--- src/rtl/nqueens_pkg.sv ---
// nqueens_pkg: shared types and constants for the N-queens sequencing controller.
//   ctrl_state_t : controller FSM states
//   ROW_W        : row/column field width (board up to 8x8)
//   SIZE_W       : board-size width; one bit wider than a row so size-1 and col+1
//                  compare without wrap
//   N_MAX_DEF    : default largest supported board size
package nqueens_pkg;

    localparam int ROW_W     = 3;
    localparam int SIZE_W    = 4;
    localparam int N_MAX_DEF = 8;

    typedef enum logic [2:0] {
        IDLE,
        PLACE,
        WRITE,
        BT_RD,
        BT_WAIT,
        FINISH
    } ctrl_state_t;

endpackage

--- src/rtl/nqueens_ctrl.sv ---
// nqueens_ctrl: backtracking sequencer for the N-queens datapath.
//
// It walks rows and candidate columns and drives the checker's row/column
// inputs (n, i). Accepted columns are written to the 3-bit register file, and
// the block backtracks by reading stored columns back. It reports whether a
// first solution exists.
//
// Optional build macro NQ_COUNT_ALL_EN: when defined, the search visits the
// whole tree, counts solutions on sol_count, and ends only after it backtracks
// past row 0.
//
// Ports:
//   clk, reset_n           clock, synchronous active-low reset
//   start, board_size      one-cycle search request and N (sampled on accept)
//   n, i, safe             row/column under test -> checker, combinational verdict
//   address_3, data_in_3,
//   load_3, read_3         register-file controls (zero when not strobing)
//   data_out_3             register-file read data, one cycle after read_3
//   busy, done             search in progress / one-cycle end pulse
//   solved, bad_size       result flags, held until next accepted start
//   cycles                 saturating busy-cycle count of the last search
//   sol_count              (NQ_COUNT_ALL_EN only) saturating solution count
module nqueens_ctrl
    import nqueens_pkg::*;
#(
    parameter int N_MAX = N_MAX_DEF,
    parameter int CYC_W = 16
) (
    input  logic              clk,
    input  logic              reset_n,
    input  logic              start,
    input  logic [SIZE_W-1:0] board_size,
    output logic [ROW_W-1:0]  n,
    output logic [ROW_W-1:0]  i,
    input  logic              safe,
    output logic [ROW_W-1:0]  address_3,
    output logic [ROW_W-1:0]  data_in_3,
    output logic              load_3,
    output logic              read_3,
    input  logic [ROW_W-1:0]  data_out_3,
    output logic              busy,
    output logic              done,
    output logic              solved,
    output logic              bad_size,
`ifdef NQ_COUNT_ALL_EN
    output logic [7:0]        sol_count,
`endif
    output logic [CYC_W-1:0]  cycles
);

    localparam logic [SIZE_W-1:0] NMAX_S = SIZE_W'(N_MAX);

    ctrl_state_t       state;
    logic [SIZE_W-1:0] size_q;
    logic [ROW_W-1:0]  row_q;
    logic [ROW_W-1:0]  col_q;

    // Compares are done at SIZE_W so size-1 and col+1 never wrap.
    logic [SIZE_W-1:0] last;
    logic [SIZE_W-1:0] row_ext;
    logic [SIZE_W-1:0] col_ext;
    logic [SIZE_W-1:0] rd_next;
    logic [SIZE_W-1:0] wr_next;
    logic              size_ok;

    // Read request issued on the cycle we move into BT_RD. The strobe is
    // registered, so it must target row-1 now. It is suppressed at row 0,
    // where BT_RD simply ends the search.
    logic              bt_req;
    logic [ROW_W-1:0]  bt_addr;

    assign last    = size_q - 1'b1;
    assign row_ext = {1'b0, row_q};
    assign col_ext = {1'b0, col_q};
    assign rd_next = {1'b0, data_out_3} + 4'd1;
    assign wr_next = col_ext + 4'd1;
    assign size_ok = (board_size != '0) && (board_size <= NMAX_S);
    assign bt_req  = (row_q != '0);
    assign bt_addr = bt_req ? (row_q - 1'b1) : '0;

    assign n = row_q;
    assign i = col_q;

    always_ff @(posedge clk) begin
        if (!reset_n) begin
            state     <= IDLE;
            size_q    <= '0;
            row_q     <= '0;
            col_q     <= '0;
            address_3 <= '0;
            data_in_3 <= '0;
            load_3    <= 1'b0;
            read_3    <= 1'b0;
            busy      <= 1'b0;
            done      <= 1'b0;
            solved    <= 1'b0;
            bad_size  <= 1'b0;
            cycles    <= '0;
`ifdef NQ_COUNT_ALL_EN
            sol_count <= '0;
`endif
        end else begin
            // Strobes and done are single-cycle unless a branch below re-arms them.
            load_3    <= 1'b0;
            read_3    <= 1'b0;
            address_3 <= '0;
            data_in_3 <= '0;
            done      <= 1'b0;

            if (busy && (cycles != '1))
                cycles <= cycles + 1'b1;

            case (state)
                IDLE: begin
                    if (start) begin
                        solved <= 1'b0;
                        cycles <= '0;
`ifdef NQ_COUNT_ALL_EN
                        sol_count <= '0;
`endif
                        if (size_ok) begin
                            size_q   <= board_size;
                            row_q    <= '0;
                            col_q    <= '0;
                            bad_size <= 1'b0;
                            busy     <= 1'b1;
                            state    <= PLACE;
                        end else begin
                            // Rejected size: report through FINISH so a start
                            // during the done pulse is ignored as usual.
                            bad_size <= 1'b1;
                            done     <= 1'b1;
                            state    <= FINISH;
                        end
                    end
                end

                PLACE: begin
                    if (safe) begin
                        load_3    <= 1'b1;
                        address_3 <= row_q;
                        data_in_3 <= col_q;
                        state     <= WRITE;
                    end else if (col_ext < last) begin
                        col_q <= col_q + 1'b1;
                    end else begin
                        read_3    <= bt_req;
                        address_3 <= bt_addr;
                        state     <= BT_RD;
                    end
                end

                WRITE: begin
                    if (row_ext < last) begin
                        row_q <= row_q + 1'b1;
                        col_q <= '0;
                        state <= PLACE;
                    end else begin
                        solved <= 1'b1;
`ifdef NQ_COUNT_ALL_EN
                        if (sol_count != 8'hFF)
                            sol_count <= sol_count + 1'b1;
                        // Resume as if the just-written column came back from
                        // the register file; no read is needed.
                        if (wr_next < size_q) begin
                            col_q <= col_q + 1'b1;
                            state <= PLACE;
                        end else begin
                            read_3    <= bt_req;
                            address_3 <= bt_addr;
                            state     <= BT_RD;
                        end
`else
                        busy  <= 1'b0;
                        done  <= 1'b1;
                        state <= FINISH;
`endif
                    end
                end

                BT_RD: begin
                    if (row_q == '0) begin
                        busy  <= 1'b0;
                        done  <= 1'b1;
                        state <= FINISH;
                    end else begin
                        row_q <= row_q - 1'b1;
                        state <= BT_WAIT;
                    end
                end

                BT_WAIT: begin
                    if (rd_next < size_q) begin
                        col_q <= rd_next[ROW_W-1:0];
                        state <= PLACE;
                    end else begin
                        read_3    <= bt_req;
                        address_3 <= bt_addr;
                        state     <= BT_RD;
                    end
                end

                FINISH: state <= IDLE;

                default: state <= IDLE;
            endcase
        end
    end

endmodule

--- config.mk ---
export PLATFORM = sky130hd
export DESIGN_NAME = nqueens_ctrl
export DESIGN_NICKNAME = d
export VERILOG_FILES = /design/src/rtl/nqueens_pkg.sv /design/src/rtl/nqueens_ctrl.sv
export SDC_FILE = /design/constraint.sdc
export NUM_CORES = 1
export LEC_CHECK = 0
export CAP_MARGIN = 20
export CORE_UTILIZATION = 55
export DETAILED_ROUTE_END_ITERATION = 6
export GPL_TIMING_DRIVEN = 1
export PLACE_DENSITY = 0.84
export SLEW_MARGIN = 20
export SYNTH_ARGS = -nofsm -noshare
export SYNTH_HDL_FRONTEND = slang
export SYNTH_SLANG_ARGS = --single-unit
--- constraint.sdc ---
create_clock -name clk -period 5.7 [get_ports clk]
set_input_delay 1.14 -clock clk [delete_from_list [all_inputs] [get_ports clk]]
set_output_delay 1.14 -clock clk [all_outputs]
set_load 0.02 [all_outputs]
==> impl_results.html, run 1 <==
<table>
<tr><th>Metric</th><th>Value</th></tr>
<tr><th colspan="2">Final layout</th></tr>
<tr><td>Final-layout fill cell count</td><td>340</td></tr>
<tr><td>Number of antenna cells inserted</td><td>0</td></tr>
<tr><td>Share of cells above drive strength 1</td><td>under 10%</td></tr>
<tr><td>Final core utilization</td><td>a little under three quarters</td></tr>
<tr><td>Layout overhead on the synthesized area</td><td>24.51%</td></tr>
<tr><td>Final-stage net count</td><td>around 340</td></tr>
<tr><td>Footprint of the flip-flops and latches</td><td>just over 800 sq um</td></tr>
<tr><td>Footprint of the multi-input gates</td><td>about 1400 sq um</td></tr>
<tr><th colspan="2">Clocking</th></tr>
<tr><td>Clk sink count</td><td>41</td></tr>
<tr><td>Clock latency at the later pin of the worst-skew pair</td><td>roughly 0.30 ns</td></tr>
<tr><td>Clock root buffer</td><td>sky130_fd_sc_hd__clkbuf_8</td></tr>
<tr><td>CTS tree</td><td>done</td></tr>
<tr><td>PostCTS Resize Cnt</td><td>0</td></tr>
<tr><td>Maximum buffer depth of the clock tree</td><td>2</td></tr>
<tr><td>H-tree levels</td><td>2</td></tr>
<tr><td>CTS Hold Buffers Added</td><td>0</td></tr>
<tr><td>Clock transition at the registers of the reported paths</td><td>about 0.080 ns</td></tr>
<tr><td>Post-CTS setup buffers</td><td>0</td></tr>
<tr><td>Clock buffers created by TritonCTS</td><td>5</td></tr>
<tr><th colspan="2">Global route</th></tr>
<tr><td>Total global routing track utilization</td><td>25.23%</td></tr>
<tr><td>Maximum number of pins on one net before global-route repair</td><td>18</td></tr>
<tr><td>Global route overflow</td><td>0</td></tr>
<tr><td>Vias in the first global route</td><td>~1,800</td></tr>
<tr><td>Number of antenna violations at the first check in global routing</td><td>0</td></tr>
<tr><td>Global-route wire length before repair</td><td>~8400 um</td></tr>
<tr><th colspan="2">Critical path</th></tr>
<tr><td>Register-to-register path setup slack</td><td>~3.2 ns</td></tr>
<tr><td>Cell type with the highest occurrence count on the critical path</td><td>sky130_fd_sc_hd__ha_1</td></tr>
<tr><td>Kind of launch point of the worst setup path</td><td>primary input</td></tr>
<tr><td>Buffer and inverter count on the worst path</td><td>1</td></tr>
<tr><td>Slowest cell on the critical path</td><td>sky130_fd_sc_hd__clkdlybuf4s50_1</td></tr>
<tr><td>Critical path class</td><td>in -&gt; reg</td></tr>
<tr><td>Biggest cell delay along the critical path</td><td>between 0.5 and 0.6 ns</td></tr>
<tr><td>Arrival time at the worst endpoint</td><td>~3.8 ns</td></tr>
<tr><td>Largest driver fanout on the critical path</td><td>4</td></tr>
<tr><td>Ordered list of cells on the worst path</td><td>clkdlybuf4s50_1 &gt; ha_1 &gt; xor2_1 &gt; ha_1 &gt; a211o_1 &gt; a31oi_1 &gt; o32ai_1 &gt; o311ai_1 &gt; o31ai_1</td></tr>
<tr><td>Gate family responsible for the most delay along the worst path</td><td>compound AO/OA/AOI/OAI gates</td></tr>
<tr><td>Crit end category</td><td>register</td></tr>
<tr><td>Worst endpoint required time</td><td>a little under 6 ns</td></tr>
<tr><th colspan="2">Flow run</th></tr>
<tr><td>Max_cap viols</td><td>0</td></tr>
<tr><th colspan="2">Timing</th></tr>
<tr><td>Normalized max-slew margin</td><td>around half</td></tr>
<tr><td>Least setup slack across all paths after layout</td><td>a little over 2 ns</td></tr>
<tr><td>Max Slew Vio Count</td><td>0</td></tr>
<tr><td>Final worst path period need</td><td>around 3.7 ns</td></tr>
<tr><td>Measured slew at the worst slew-check pin</td><td>approximately 0.74 ns</td></tr>
<tr><td>Final setup violation count</td><td>0</td></tr>
<tr><td>Setup skew after layout</td><td>0.008725 ns</td></tr>
<tr><td>Min Hold Slack</td><td>between 0.5 and 0.6 ns</td></tr>
<tr><td>Share of the clock period used by the worst path after layout</td><td>roughly 64%</td></tr>
<tr><td>Hold Fails Final Rpt</td><td>0</td></tr>
<tr><td>RSZ-0062 raised after global routing</td><td>false</td></tr>
<tr><td>Maximum clock frequency</td><td>between 200 and 300 MHz</td></tr>
<tr><td>Total negative slack for setup checks</td><td>0 ns</td></tr>
<tr><th colspan="2">Die</th></tr>
<tr><td>Width of the chip</td><td>approximately 67 um</td></tr>
<tr><td>Die footprint</td><td>roughly 4500 sq um</td></tr>
<tr><td>Effective utilization at floorplan</td><td>between 50 and 60%</td></tr>
<tr><td>Number of placement rows</td><td>23</td></tr>
<tr><td>Std-Cell Core Area</td><td>just over 4000 sq um</td></tr>
<tr><td>Top-level port count</td><td>45</td></tr>
<tr><td>Die outline height</td><td>66.98 um</td></tr>
<tr><th colspan="2">Routing</th></tr>
<tr><td>DRC</td><td>0</td></tr>
<tr><td>Routed Wire Length</td><td>between 5000 and 6000 um</td></tr>
<tr><td>Drt first pass iters</td><td>4</td></tr>
<tr><td>Detailed Route Iter0 Violations</td><td>about 160</td></tr>
<tr><td>Avg Vias per Cell</td><td>a little under 6</td></tr>
<tr><td>Final routed wire length divided by cell count</td><td>around 15 um</td></tr>
<tr><td>Total via count in the routed design</td><td>around 2,100</td></tr>
<tr><td>Antenna Violating Nets Remaining</td><td>0</td></tr>
<tr><th colspan="2">Synth</th></tr>
<tr><td>Count of different cell masters after synthesis</td><td>60</td></tr>
<tr><td>Number of synthesis warnings</td><td>0</td></tr>
<tr><td>Most common flop cell mapped by yosys</td><td>sky130_fd_sc_hd__dfxtp_1</td></tr>
<tr><td>Area share of the largest cell type after synthesis</td><td>a little over a third</td></tr>
<tr><td>Cells after synthesis</td><td>between 200 and 300</td></tr>
<tr><td>Cell taking the most area after synthesis</td><td>sky130_fd_sc_hd__dfxtp_1</td></tr>
<tr><td>Cell area after synthesis</td><td>2322 sq um</td></tr>
<tr><td>Dominant cells by area after synthesis</td><td>sky130_fd_sc_hd__dfxtp_1, sky130_fd_sc_hd__ha_1, sky130_fd_sc_hd__nor2_1</td></tr>
<tr><td>Number of nets in the synthesized netlist</td><td>just under 300</td></tr>
<tr><td>Register area share after synthesis</td><td>a little over a third</td></tr>
<tr><td>Proportion of register bits with asynchronous set or reset after synthesis</td><td>0%</td></tr>
<tr><td>Average footprint of a synthesized cell</td><td>8.763 sq um</td></tr>
<tr><td>Number of synthesized flops with an enable pin</td><td>0</td></tr>
<tr><td>#FFs+latches synth</td><td>a little over 40</td></tr>
<tr><th colspan="2">Placed design</th></tr>
<tr><td>Port bufs</td><td>44</td></tr>
<tr><td>Dpl ws</td><td>~1.9 ns</td></tr>
<tr><td>Placer congestion estimate</td><td>0.8843</td></tr>
<tr><td>Placed wire-length estimate after detailed placement</td><td>slightly below 4000 um</td></tr>
<tr><th colspan="2">Power and ir drop</th></tr>
<tr><td>Cell Pwr Density</td><td>239.1 nW/um^2</td></tr>
<tr><td>Standby leakage power</td><td>1.031 nW</td></tr>
<tr><td>Total power consumption of the routed design</td><td>0.6915 mW</td></tr>
<tr><td>Peak VDD IR</td><td>about 0.18 mV</td></tr>
<tr><th colspan="2">Status</th></tr>
<tr><td>Run status</td><td>finished, final reports clean</td></tr>
<tr><th colspan="2">Min path</th></tr>
<tr><td>Class of the tightest hold or removal check</td><td>reg -&gt; reg</td></tr>
</table>
-- cells in the mapped netlist (all sizes together), types with 3 or more instances --
master and count:
and2 6, nand2b 3, dfxtp 41, mux2i 5
nand4 5, or2 3, o31ai 3, nand2 18
inv 16, nor3 10, buf 4, ha 14
nor2 37, xnor2 15, o21ai 7, nor4 3
nand3 6, or3 4, nor3b 4, a22oi 5
a211oi 5, a21oi 16
-- layout by cell type (no fill, tap or decap), drive strengths merged, types with 4 or more instances in the layout --
| master | count |
|---|---|
| a21oi | 16 |
| nor3 | 10 |
| a22oi | 5 |
| and2 | 6 |
| nand3 | 6 |
| mux2i | 5 |
| nand4 | 5 |
| or3 | 4 |
| ha | 14 |
| xnor2 | 15 |
| clkdlybuf4s50 | 44 |
| a211oi | 5 |
| nand2 | 18 |
| inv | 16 |
| nor2 | 37 |
| clkbuf | 6 |
| dfxtp | 41 |
| o21ai | 7 |
| nor3b | 4 |
-- metal layers --
layer	vias up	GRT usage, %	wire, um	share of wire [%]
met4	0	9.309	74	1.4
met5	-	0	0	0
met1	999	33.81	2518	47
li1	1045	-	-	-
met2	66	39.27	2449	46
met3	9	5.308	288	5.4
-- sequential cells by signal, indices dropped and copies added (netlist names), 3 cells and up --
name       count
cycles        16
i              3
state          3
address_3      3
n              3
size_q         4
data_in_3      3
-- cell type report --
| cell class | instances | area share, % |
|---|---|---|
| Sequential cell | 41 | 28.39 |
| Clock inverter | 2 | 0.4760 |
| Tap cell | 50 | 2.164 |
| Multi-Input combinational cell | 203 | 48.81 |
| Clock buffer | 6 | 2.856 |
| Timing Repair Buffer | 44 | 15.23 |
| Inverter | 16 | 2.077 |
-- report_power, final --
part | total, mW | leakage, nW | internal (mW) | switching, mW
combinational | 0.163 | 0.647 | 0.0728 | 0.0903
sequential | 0.323 | 0.332 | 0.299 | 0.0239
clock | 0.206 | 0.0512 | 0.0982 | 0.107
total | 0.691 | 1.03 | 0.470 | 0.221
-- cells by family (layout without fill, tap and decap cells) --
family,Yosys count,after routing,synth area share (%)
xor+xnor,17,17,6.412
mux,5,5,2.155
fa+ha+maj,14,14,7.543
compound gates,60,60,20.37
flops,41,41,35.34
simple gates,107,107,24.30
buf+inv,21,68,3.879
-- tightest hold or removal path, delay by kind of cell, from the launching register on --
family          cells  cell delay (ns)
flops               1             0.37
simple gates        1             0.07
compound gates      1             0.05
-- metrics by stage --
stage,instance area [sq um],instances
2_1_floorplan,2322,265
3_3_place_gp,2795,354
3_5_place_dp,2795,354
4_1_cts,2892,362
5_1_grt,2892,362
6_report,2892,362
-- worst paths after layout --
kind | endpoint | start | depth (start not counted)
worst max-delay path | i[2] | data_out_3[0] | 9
worst max register to register | i[2] | size_q[2] | 7
worst min register to register | solved | solved | 2
worst min-delay path | solved | solved | 2
Power figures use the tool's default switching activity.
==> inputs of run 2 (changes only) <==
Settings changed: CORE_UTILIZATION 55 to 52, PLACE_DENSITY 0.84 to 0.8.
Clock period 5.7 ns to 3.38 ns, I/O delays scaled along.
==> run 2 against run 1 <==
Against the previous run:
- first-iteration DRC count shrank 23%
- critical path depth is the same
- final cell count is the same
- highest routed layer unchanged
- clock skew shrank 0.0039 ns
- register-to-register slack lost 2.3 ns
- critical endpoint is now i[0]
- cell area grew 0.69%
- utilization shrank 1.5 points
==> impl_results.html, run 2 (synthesis results as in run 1) <==
<table>
<tr><th>Metric</th><th>Value</th></tr>
<tr><th colspan="2">Status</th></tr>
<tr><td>Run status</td><td>finished, final reports clean</td></tr>
<tr><th colspan="2">Final layout</th></tr>
<tr><td>Layout Cell Area excl Fill</td><td>2912 sq um</td></tr>
<tr><td>Layout overhead on the synthesized area</td><td>25.38%</td></tr>
<tr><td>Highest-count cells in the layout ignoring fill and taps</td><td>sky130_fd_sc_hd__clkdlybuf4s50_1, sky130_fd_sc_hd__dfxtp_1, sky130_fd_sc_hd__nor2_1, sky130_fd_sc_hd__nand2_1, sky130_fd_sc_hd__inv_1</td></tr>
<tr><td>Flip-flop count of the largest register after layout</td><td>16</td></tr>
<tr><td>Share of cells above drive strength 1</td><td>7.372%</td></tr>
<tr><td>Final core utilization</td><td>between 70% and 80%</td></tr>
<tr><td>Biggest register</td><td>cycles</td></tr>
<tr><td>Largest registers ranked by flip-flop count</td><td>cycles x16, size_q x4</td></tr>
<tr><td>Final-layout fill cell count</td><td>approximately 350</td></tr>
<tr><td>Post-layout instance count excluding filler cells</td><td>between 300 and 400</td></tr>
<tr><td>Final-stage net count</td><td>336</td></tr>
<tr><td>Most frequent standard cell in the layout excluding fill and tap cells</td><td>sky130_fd_sc_hd__clkdlybuf4s50_1</td></tr>
<tr><td>Number of antenna cells inserted</td><td>0</td></tr>
<tr><th colspan="2">Timing</th></tr>
<tr><td>Maximum clock frequency</td><td>between 300 and 400 MHz</td></tr>
<tr><td>Total negative slack for setup checks</td><td>0 ns</td></tr>
<tr><td>Hold Fails Final Rpt</td><td>0</td></tr>
<tr><td>Share of the clock period used by the worst path after layout</td><td>just over 90%</td></tr>
<tr><td>Final worst path period need</td><td>just over 3 ns</td></tr>
<tr><td>Least setup slack across all paths after layout</td><td>roughly 0.29 ns</td></tr>
<tr><td>Max Slew Vio Count</td><td>0</td></tr>
<tr><td>Measured slew at the worst slew-check pin</td><td>roughly 0.67 ns</td></tr>
<tr><td>Setup skew after layout</td><td>0.004872 ns</td></tr>
<tr><td>Min Hold Slack</td><td>between 0.5 and 0.6 ns</td></tr>
<tr><td>Normalized max-slew margin</td><td>approximately 55%</td></tr>
<tr><td>Final setup violation count</td><td>0</td></tr>
<tr><td>RSZ-0062 raised after global routing</td><td>false</td></tr>
<tr><th colspan="2">Global route</th></tr>
<tr><td>Total global routing track utilization</td><td>between 20% and 30%</td></tr>
<tr><td>Most Crowded Layer GR</td><td>met2</td></tr>
<tr><td>Met1 Use GR</td><td>approximately a third</td></tr>
<tr><td>Maximum number of pins on one net before global-route repair</td><td>18</td></tr>
<tr><td>Vias in the first global route</td><td>1,860</td></tr>
<tr><td>Met2 capacity usage during global routing</td><td>approximately two fifths</td></tr>
<tr><td>Number of antenna violations at the first check in global routing</td><td>0</td></tr>
<tr><td>Global-route wire length before repair</td><td>between 8000 and 9000 um</td></tr>
<tr><td>Met3 capacity usage during global routing</td><td>roughly 7.2%</td></tr>
<tr><td>Global route overflow</td><td>0</td></tr>
<tr><th colspan="2">Power and ir drop</th></tr>
<tr><td>Clock network fraction of design power</td><td>33.8%</td></tr>
<tr><td>Total power consumption of the routed design</td><td>roughly 1.2 mW</td></tr>
<tr><td>Switch share</td><td>29.85%</td></tr>
<tr><td>Standby leakage power</td><td>1.038 nW</td></tr>
<tr><td>Power Internal</td><td>around 0.87 mW</td></tr>
<tr><td>Combinational power share</td><td>between 20% and 30%</td></tr>
<tr><td>Cell Pwr Density</td><td>424.9 nW/um^2</td></tr>
<tr><td>Power spent charging and discharging nets</td><td>0.3693 mW</td></tr>
<tr><td>Peak VDD IR</td><td>0.3466 mV</td></tr>
<tr><td>Sequential share of power</td><td>a little over two fifths</td></tr>
<tr><th colspan="2">Clocking</th></tr>
<tr><td>CTS tree</td><td>done</td></tr>
<tr><td>Clock transition at the registers of the reported paths</td><td>0.08 ns</td></tr>
<tr><td>Clock latency at the later pin of the worst-skew pair</td><td>roughly 0.3 ns</td></tr>
<tr><td>Clk sink count</td><td>41</td></tr>
<tr><td>Post-CTS setup buffers</td><td>0</td></tr>
<tr><td>H-tree levels</td><td>2</td></tr>
<tr><td>PostCTS Resize Cnt</td><td>0</td></tr>
<tr><td>CTS Hold Buffers Added</td><td>0</td></tr>
<tr><td>Maximum buffer depth of the clock tree</td><td>2</td></tr>
<tr><td>Clock buffers created by TritonCTS</td><td>5</td></tr>
<tr><td>Clock root buffer</td><td>sky130_fd_sc_hd__clkbuf_8</td></tr>
<tr><th colspan="2">Critical path</th></tr>
<tr><td>Kind of launch point of the worst setup path</td><td>primary input</td></tr>
<tr><td>Largest driver fanout on the critical path</td><td>4</td></tr>
<tr><td>Ordered list of cells on the worst path</td><td>clkdlybuf4s50_1 &gt; ha_1 &gt; xor2_1 &gt; ha_1 &gt; a211o_1 &gt; a31oi_1 &gt; o32a_1 &gt; nand3_1 &gt; a221oi_2</td></tr>
<tr><td>Arrival time at the worst endpoint</td><td>approximately 3.3 ns</td></tr>
<tr><td>Worst endpoint required time</td><td>between 3 and 4 ns</td></tr>
<tr><td>Critical path class</td><td>in -&gt; reg</td></tr>
<tr><td>Biggest cell delay along the critical path</td><td>0.52 ns</td></tr>
<tr><td>Cell type with the highest occurrence count on the critical path</td><td>sky130_fd_sc_hd__ha_1</td></tr>
<tr><td>Gate family responsible for the most delay along the worst path</td><td>compound AO/OA/AOI/OAI gates</td></tr>
<tr><td>Crit end category</td><td>register</td></tr>
<tr><td>Buffer and inverter count on the worst path</td><td>1</td></tr>
<tr><td>Slowest cell on the critical path</td><td>sky130_fd_sc_hd__clkdlybuf4s50_1</td></tr>
<tr><th colspan="2">Placed design</th></tr>
<tr><td>Cell Area, Placed</td><td>roughly 2800 sq um</td></tr>
<tr><td>Port bufs</td><td>44</td></tr>
<tr><td>Placer congestion estimate</td><td>0.9098</td></tr>
<tr><td>Dpl ws</td><td>a little under 0.01 ns</td></tr>
<tr><td>Placed wire-length estimate after detailed placement</td><td>4035 um</td></tr>
<tr><td>Post-Place Cells</td><td>between 300 and 400</td></tr>
<tr><th colspan="2">Routing</th></tr>
<tr><td>Detailed Route Iter0 Violations</td><td>between 100 and 150</td></tr>
<tr><td>Avg Vias per Cell</td><td>about 5.7</td></tr>
<tr><td>Total via count in the routed design</td><td>between 2,000 and 2,500</td></tr>
<tr><td>Drt first pass iters</td><td>4</td></tr>
<tr><td>Final routed wire length divided by cell count</td><td>15.07 um</td></tr>
<tr><td>DRC</td><td>0</td></tr>
<tr><td>Antenna Violating Nets Remaining</td><td>0</td></tr>
<tr><td>Routed Wire Length</td><td>5457 um</td></tr>
<tr><th colspan="2">Flow run</th></tr>
<tr><td>Max_cap viols</td><td>0</td></tr>
<tr><th colspan="2">Die</th></tr>
<tr><td>Std-Cell Core Area</td><td>about 4100 sq um</td></tr>
<tr><td>Width of the chip</td><td>between 60 and 70 um</td></tr>
<tr><td>Effective utilization at floorplan</td><td>between 50 and 60%</td></tr>
<tr><td>Die footprint</td><td>around 4700 sq um</td></tr>
<tr><td>Top-level port count</td><td>45</td></tr>
<tr><td>Die outline height</td><td>about 69 um</td></tr>
<tr><td>Number of placement rows</td><td>23</td></tr>
<tr><th colspan="2">Min path</th></tr>
<tr><td>Class of the tightest hold or removal check</td><td>reg -&gt; reg</td></tr>
</table>
-- run 2: area by class of cell --
| class | instances | area, sq um | area share (%) |
|---|---|---|---|
| Clock buffer | 7 | 86.33 | 2.965 |
| Sequential cell | 41 | 820.8 | 28.19 |
| Inverter | 16 | 60.06 | 2.063 |
| Timing Repair Buffer | 44 | 440.4 | 15.13 |
| Clock inverter | 1 | 30.03 | 1.031 |
| Multi-Input combinational cell | 203 | 1411 | 48.47 |
| Tap cell | 50 | 62.56 | 2.149 |
-- run 2: worst reg2reg max path, stage by stage, from the launching register on --
cell and delay, ns:
sky130_fd_sc_hd__dfxtp_1 0.49, sky130_fd_sc_hd__inv_1 0.08, sky130_fd_sc_hd__ha_1 0.21, sky130_fd_sc_hd__xnor2_1 0.21, sky130_fd_sc_hd__ha_1 0.29, sky130_fd_sc_hd__a21oi_1 0.16, sky130_fd_sc_hd__a211oi_2 0.13, sky130_fd_sc_hd__a22oi_1 0.32
sky130_fd_sc_hd__nand3_1 0.18, sky130_fd_sc_hd__a221oi_2 0.31
-- run 2: routing by layer --
| layer | share of wire (%) | up-vias |
|---|---|---|
| li1 | - | 1050 |
| met1 | 48 | 963 |
| met2 | 46 | 54 |
| met3 | 3.8 | 11 |
| met4 | 2.2 | 0 |
| met5 | 0 | - |
-- run 2: worst paths after layout --
check / end / slack [ns] / start / cells past startpoint
setup / recovery: i[0] / 0.29 / data_out_3[0] / 9
hold / removal: solved / 0.52 / solved / 2
setup reg to reg: i[0] / 0.92 / size_q[0] / 9
hold reg to reg: solved / 0.52 / solved / 2
-- run 2: power groups by stage --
| stage | sequential [mW] | clock, mW | combinational, mW |
|---|---|---|---|
| floorplan | 0.552 | 0 | 0.188 |
| global placement | 0.554 | 0 | 0.262 |
| detailed placement | 0.555 | 0 | 0.270 |
| CTS | 0.543 | 0.421 | 0.272 |
| global route | 0.549 | 0.442 | 0.298 |
| finish | 0.544 | 0.419 | 0.274 |
==> inputs of run 3 (changes only) <==
Settings changed: CORE_MARGIN set to 1, SKIP_CTS_REPAIR_TIMING set to 1.
==> results of run 3 <==
Final layout, timing and power as in run 2 (identical DEF).
